[src/rtl/fetch_stage.sv]
// Instruction fetch: owns the PC, issues one request at a time to imem and feeds the IF/ID register.
// Latency: accept + response latency + 1 per instruction; stallD parks one response in a buffer, which stops further requests.
module fetch_stage #(
   parameter logic [31:0] RESET_PC  = 32'h00000000,
   parameter logic [31:0] NOP_INSTR = 32'h00000013
) (
   input  logic        clk,
   input  logic        rst,
   input  logic        stallD,
   input  logic        pcsrcE,
   input  logic [31:0] pctargetE,
   output logic        imem_req,
   output logic [31:0] imem_addr,
   input  logic        imem_ready,
   input  logic        imem_rvalid,
   input  logic [31:0] imem_rdata,
   output logic [31:0] instrD,
   output logic [31:0] pcD,
   output logic [31:0] pcplus4D,
   output logic        validD
);

   typedef enum logic [1:0] {
      S_REQ  = 2'd0,
      S_WAIT = 2'd1,
      S_FULL = 2'd2
   } state_t;

   state_t      state;
   logic [31:0] pcf;
   logic [31:0] reqpc;
   logic        kill;
   logic [31:0] bufinstr;
   logic [31:0] bufpc;

   logic        can_load;
   logic [31:0] reqpc_plus4;
   logic [31:0] bufpc_plus4;

   assign can_load    = !validD || !stallD;
   assign reqpc_plus4 = reqpc + 32'd4;
   assign bufpc_plus4 = bufpc + 32'd4;

   // rst gates the request directly so nothing is issued while reset is held
   assign imem_req  = (state == S_REQ) && !rst;
   assign imem_addr = pcf;

   always_ff @(posedge clk or posedge rst) begin
      if (rst) begin
         state    <= S_REQ;
         pcf      <= RESET_PC;
         reqpc    <= RESET_PC;
         kill     <= 1'b0;
         bufinstr <= NOP_INSTR;
         bufpc    <= 32'd0;
         instrD   <= NOP_INSTR;
         pcD      <= 32'd0;
         pcplus4D <= 32'd0;
         validD   <= 1'b0;
      end else if (pcsrcE) begin
         pcf    <= pctargetE & ~32'h3;
         validD <= 1'b0;
         instrD <= NOP_INSTR;
         case (state)
            S_REQ: begin
               // a request accepted alongside the redirect is already stale
               if (imem_ready) begin
                  reqpc <= pcf;
                  kill  <= 1'b1;
                  state <= S_WAIT;
               end
            end
            S_WAIT: begin
               if (imem_rvalid) begin
                  kill  <= 1'b0;
                  state <= S_REQ;
               end else begin
                  kill <= 1'b1;
               end
            end
            default: state <= S_REQ;
         endcase
      end else begin
         // decode took the slot; later assignments override when a new instruction lands
         if (validD && !stallD) begin
            validD <= 1'b0;
            instrD <= NOP_INSTR;
         end
         case (state)
            S_REQ: begin
               if (imem_ready) begin
                  reqpc <= pcf;
                  state <= S_WAIT;
               end
            end
            S_WAIT: begin
               if (imem_rvalid) begin
                  if (kill) begin
                     kill  <= 1'b0;
                     state <= S_REQ;
                  end else if (can_load) begin
                     instrD   <= imem_rdata;
                     pcD      <= reqpc;
                     pcplus4D <= reqpc_plus4;
                     validD   <= 1'b1;
                     pcf      <= reqpc_plus4;
                     state    <= S_REQ;
                  end else begin
                     bufinstr <= imem_rdata;
                     bufpc    <= reqpc;
                     state    <= S_FULL;
                  end
               end
            end
            S_FULL: begin
               if (can_load) begin
                  instrD   <= bufinstr;
                  pcD      <= bufpc;
                  pcplus4D <= bufpc_plus4;
                  validD   <= 1'b1;
                  pcf      <= bufpc_plus4;
                  state    <= S_REQ;
               end
            end
            default: state <= S_REQ;
         endcase
      end
   end

endmodule

[config.mk]
export PLATFORM = sky130hd
export DESIGN_NAME = fetch_stage
export DESIGN_NICKNAME = d
export VERILOG_FILES = /design/src/rtl/fetch_stage.sv
export SDC_FILE = /design/constraint.sdc
export NUM_CORES = 1
export LEC_CHECK = 0
export ABC_AREA = 1
export BUFFER_PORTS_ARGS = -buffer_cell sky130_fd_sc_hd__buf_2
export CAP_MARGIN = 25
export CORE_ASPECT_RATIO = 0.6
export CORE_MARGIN = 2
export CORE_UTILIZATION = 40
export DETAILED_ROUTE_END_ITERATION = 8
export PLACE_DENSITY = 0.64
export SLEW_MARGIN = 0
export SYNTH_ARGS = -nofsm -noshare
export SYNTH_HDL_FRONTEND = slang
export SYNTH_SLANG_ARGS = --single-unit
[constraint.sdc]
create_clock -name clk -period 7.62 [get_ports clk]
set_input_delay 0 -clock clk [delete_from_list [all_inputs] [get_ports clk]]
set_output_delay 0 -clock clk [all_outputs]
set_load 0.02 [all_outputs]
== Word-level counts from Yosys, hierarchy flattened ==
Cells that the tools add are included.
W data, S select, Z words.
Word-level totals
  bits in registers: 228
  latch bits: 0
  memory bits (writable): 0
  ROM bits: 0
  output and inout bits: 130
  memories kept: 0
Operators by class
  add/subtract/negate cells: 2
  multiply operators: 0
  divide/modulo/power cells: 0
  order comparisons: 0
  eq/ne operators: 11
  shift-type cells: 0
  multiplexer cells: 39
  bitwise operators: 3
  reduce and logical (&&, ||, !) cells: 18
Operators by type and width (count)
  $mux W32: 15
  $pmux W32 S2: 3
  $add A32 B3 Y32 const B: 2
  $ne A3 B3 Y1 const B: 5
  $mux W2: 7
  $mux W1: 10
  $reduce_and A5 Y1: 2
  $ne A2 B2 Y1 const B: 4
  $reduce_bool A2 Y1: 4
  $pmux W2 S3: 1
  $reduce_and A6 Y1: 1
  $pmux W1 S2: 2
  $pmux W2 S2: 1
  $reduce_and A2 Y1: 2
  $reduce_and A4 Y1: 1
  $logic_not A1 Y1: 3
  $not A1 Y1: 3
  $reduce_bool A3 Y1: 1
  $eq A2 B1 Y1 const B: 1
  $eq A2 B2 Y1 const B: 1
  $logic_and A1 B1 Y1: 2
  $logic_not A2 Y1: 1
  $logic_or A1 B1 Y1: 1

== Logic depth before layout (Yosys ltp) ==
  depth after elaboration: 8
  gate-level depth with buffers: 16

== Worst setup path after synthesis ==
Ideal clock, no wire load.
  path kind: flip-flop to flip-flop
  start point: register state[0]
  end point: register pcf[30] (netlist: imem_addr[30])
  library setup time: 0.118 ns
  data arrival time: 2.007 ns
  path slack: 5.496 ns
  cell stages (with the launch flop): 14
  period minus slack after synthesis: 2.124 ns
  cells stage by stage: dfrtp_1 inv_1 ha_1 buf_6 buf_2 o21ai_2 ha_1 nand2_1 nor2_2 nand2_2 nor2_1 nand3_1 nand3_1 nand2_1
On the way
  cells in the longest elaborated chain, start to end: 3
  elaborated cells between the ends (all ways): 10
RTL lines
  start, declared: RTL line 29  | state_t state;
  start signal, assigned: RTL line 50  | state <= S_REQ;
  start signal, assigned: RTL line 70  | state <= S_WAIT;
  start signal, assigned: RTL line 76  | state <= S_REQ;
  $eq A2 B1 Y1 or $eq A2 B2 Y1 (tied branches): RTL line 89  | case (state)
  $ne A3 B3 Y1 (no source line) (tied with other cells)
  $reduce_and A5 Y1 (no source line) or $mux W32 (tied branches)
  end signal, assigned: RTL line 61  | pcf <= pctargetE & ~32'h3;
  end signal, assigned: RTL line 106  | pcf <= reqpc_plus4;
  end signal, assigned: RTL line 121  | pcf <= bufpc_plus4;
  end, declared: RTL line 30  | logic [31:0] pcf;
Parallel ways exist; a longest one is shown, timed or not.
A chain may end at the register's enable or synchronous reset.

== Worst setup path in the final report ==
  start point: register state[0]
  end point: register pcplus4D[9]
On the way
  cells in the longest elaborated chain, start to end: 3
  elaborated cells between the ends (all ways): 9
RTL lines
  $eq A2 B1 Y1 or $eq A2 B2 Y1 (tied branches): RTL line 89
  $ne A2 B2 Y1 (no source line) or $reduce_bool A2 Y1 (tied branches)
  $reduce_and A6 Y1 (no source line)
  end signal, assigned: RTL line 104  | pcplus4D <= reqpc_plus4;
  end signal, assigned: RTL line 119  | pcplus4D <= bufpc_plus4;
  end, declared: RTL line 19  | output logic [31:0] pcplus4D,
Parallel ways exist; a longest one is shown, timed or not.

==> impl_results.md <==
- Cells after synthesis: 1,301
- Yosys warns: 0
- RR Endpoint: pcplus4D[9]
- Yosys cell types: 36
- Fraction of layout instances using a drive strength above 1: 20.7%
- Via count: ~9,400
- Root Driver: clkbuf_16
- Max FO, Critical Path: 71
- Fin util: 51.0%
- Initial antenna violation count: 1
- First-pass GRT wire length: 49.0 mm
- Largest net degree at the start of global routing: 98
- RSZ-0062 raised after global routing: false
- Chip Height: 130 um
- Max Transition Viols Final: 0
- Final setup viols: 0
- Drt wl/cell: 16.3 um
- Placed inst area: 11,800 um2
- Number of fill cells: 2,499
- Final HPWL DP: 21.5 mm
- Post-route minimum period: 3.63 ns
- Leak Pwr: 6.78 nW
- Die footprint: 27,800 um2
- Syn Nets: 1,376
- Hold path endpoint: imem_addr[4]
- Clock Path Buffers: 3
- DR DRC count: 0
- Initial drt markers: 795
- EDFF count, synth: 0
- Critical Path RT: 7.99 ns
- Period utilization: 47.7%
- Final wirelength: 31.1 mm
- Peak supply drop: between 150 and 200 uV
- Nets: 1,611
- Relative slew slack: 34.2%
- FF+latch count, synth: 226
- Most common cell after layout, fill and taps aside: nand2_1
- Antenna-violating nets left: 0
- Vias/cell: 4.90
- Critical path origin: state[0]
- R2R setup slack: 3.99 ns
- TritonCTS clock tree: yes
- # IOs: 200
- Power density cells: ~380 nW/um2
- Clk slew on worst S/H paths: 0.07 ns
- R2R depth: 11
- R2r startpoint: state[0]
- Clk_lat worst skew: 0.51 ns
- Synth Flop Type: dfrtp_1
- Arrival time worst endpoint: ~4.0 ns
- Layout overhead on the synthesized area: 26.3%
- Clock skew: 0.0172 ns
- Initial Util: 40.4%
- First drt pass iteration count: 5
- Ys async rst share: 100%
- Max Clk Rate: 0.275 GHz
- Startpoint types: flop
- Row cnt: 46
- CP Capture Type: flop
- PortBufs: 197
- Hold Crit Start: pcsrcE
- H-tree Lvls: 1
- Inserted Diodes: 0
- Final hold violation count: 0
- Critical path class: flop to flop
- Max-cap violations: 0
- Total grt overflow: 0
- Hold depth: 4
- CTS Buf Count: 24
- Post-Syn Area: 10,600 um2
- Post-place setup slack: 4.02 ns
- Commonest cells after routing, fill and taps aside: 421 x nand2_1, 220 x dfrtp_1, 197 x buf_2
- Run status: finished clean
- Worst-Margin Slew: 0.985 ns
- Die width: 214 um
- Final setup margin: about 4 ns
- Design Area, Final: 13,400 um2
- RePlAce Congestion: between 0.9 and 1
- Register area share after synthesis: 53.5%
- Clock Sinks: 226
- Avg Cell Area, Syn: 8.13 um2
- Vias in the first global route: 8,679
- GRT Total Usage: 22.5%
- Hold Path Class: input pin to flop
- Post-cts sizing count: 0
- Setup TNS: 0 ns
- Core area: 26,200 um2
-- sequential cells by signal (all words and copies together) (netlist names) --
name,cells
imem_addr,32
validD,1
state,2
kill,1
pcD,32
instrD,32
pcplus4D,30
reqpc,32
bufpc,32
bufinstr,32
-- layout make-up --
| class | count | area (um2) | area share (%) |
|---|---|---|---|
| inverters | 131 | 500 | 3.75 |
| repair buffers | 276 | 1780 | 13.3 |
| clock inverters | 11 | 158 | 1.18 |
| multi-input cells | 877 | 4140 | 31.0 |
| flip-flops and latches | 226 | 5660 | 42.4 |
| well taps | 360 | 450 | 3.37 |
| clock buffers | 32 | 672 | 5.03 |
-- where the power goes --
part / switching (mW) / internal, mW
Sequential: 0.264 / 1.65
Combinational: 1.34 / 0.588
Clock: 0.485 / 0.754
-- logic make-up after synthesis --
kind of cell,count (synthesis),share of synthesized area [%]
AND/OR/NAND/NOR,615,24.2
multiplexers,19,2.02
buffers and inverters,198,7.62
AO/OA/AOI/OAI,231,11.5
XOR/XNOR,7,0.580
adder cells (fa/ha/maj),5,0.591
flip-flops,226,53.5
-- metrics by stage --
step | total power, mW | hold slack, ns | instances
after global routing | 5.44 | 0.106 | 1913
after CTS | 5.11 | 0.0837 | 1912
after floorplan | 3.12 | 0.0798 | 1301
after global placement | 3.76 | 0.179 | 1801
after detailed placement | 3.82 | 0.179 | 1802
final | 5.09 | 0.105 | 1913
-- critical path: stages (launching register included) --
cell and delay, ns:
dfrtp_1 0.40, inv_1 0.12, ha_2 0.18, buf_4 0.65, clkinv_2 0.71, nand2_1 0.24, nand2_1 0.16, nand2_1 0.16
nor2_1 0.07, nand2_2 0.19, xor2_1 0.43, o21ai_0 0.13
-- repair_timing --
| item | in CTS | in global routing |
|---|---|---|
| buffers inserted | 0 | 0 |
| hold buffers | 67 | 0 |
| endpoints found under the hold margin | 190 | 0 |
-- per-layer routing --
metal	global-route usage, %	vias to the layer above	routed length (um)
met1	36.1	4420	15900
met5	0	-	13
met3	4.73	34	2460
met4	5.27	2	651
met2	30.2	304	12000
li1	-	4619	-
-- cell usage after synthesis, types with 2 or more instances --
cell type  number  area, um2
buf_1           2       7.51
buf_4           3       22.5
clkbuf_1       42        158
o211ai_1        4       30.0
nand2_1       423       1590
o21ai_0       190        951
o21bai_1        3       22.5
dfstp_2         6        158
dfrtp_1       220       5510
a31oi_1         6       37.5
inv_1         124        465
nor2_2          6       37.5
o21ai_1         6       30.0
buf_2          16       80.1
nand2_2        21        131
buf_6           4       45.0
nand4_1         2       12.5
nor2_4          6       67.6
nor2_1         53        199
ha_1            5       62.6
o221ai_1        2       17.5
xor2_1          7       61.3
nor3_1          2       10.0
a21oi_1        14       70.1
mux2_2         19        214
inv_2           6       22.5
nand3_1       100        500
-- worst max path at each step --
stage	to	depth (start not counted)
after floorplan	bufinstr[10]	1
after global placement	pcplus4D[9]	11
after detailed placement	pcplus4D[9]	11
after CTS	pcplus4D[9]	11
after global routing	imem_addr[30]	15
final	pcplus4D[9]	11
Note: power is estimated with default switching activity, not from simulation.
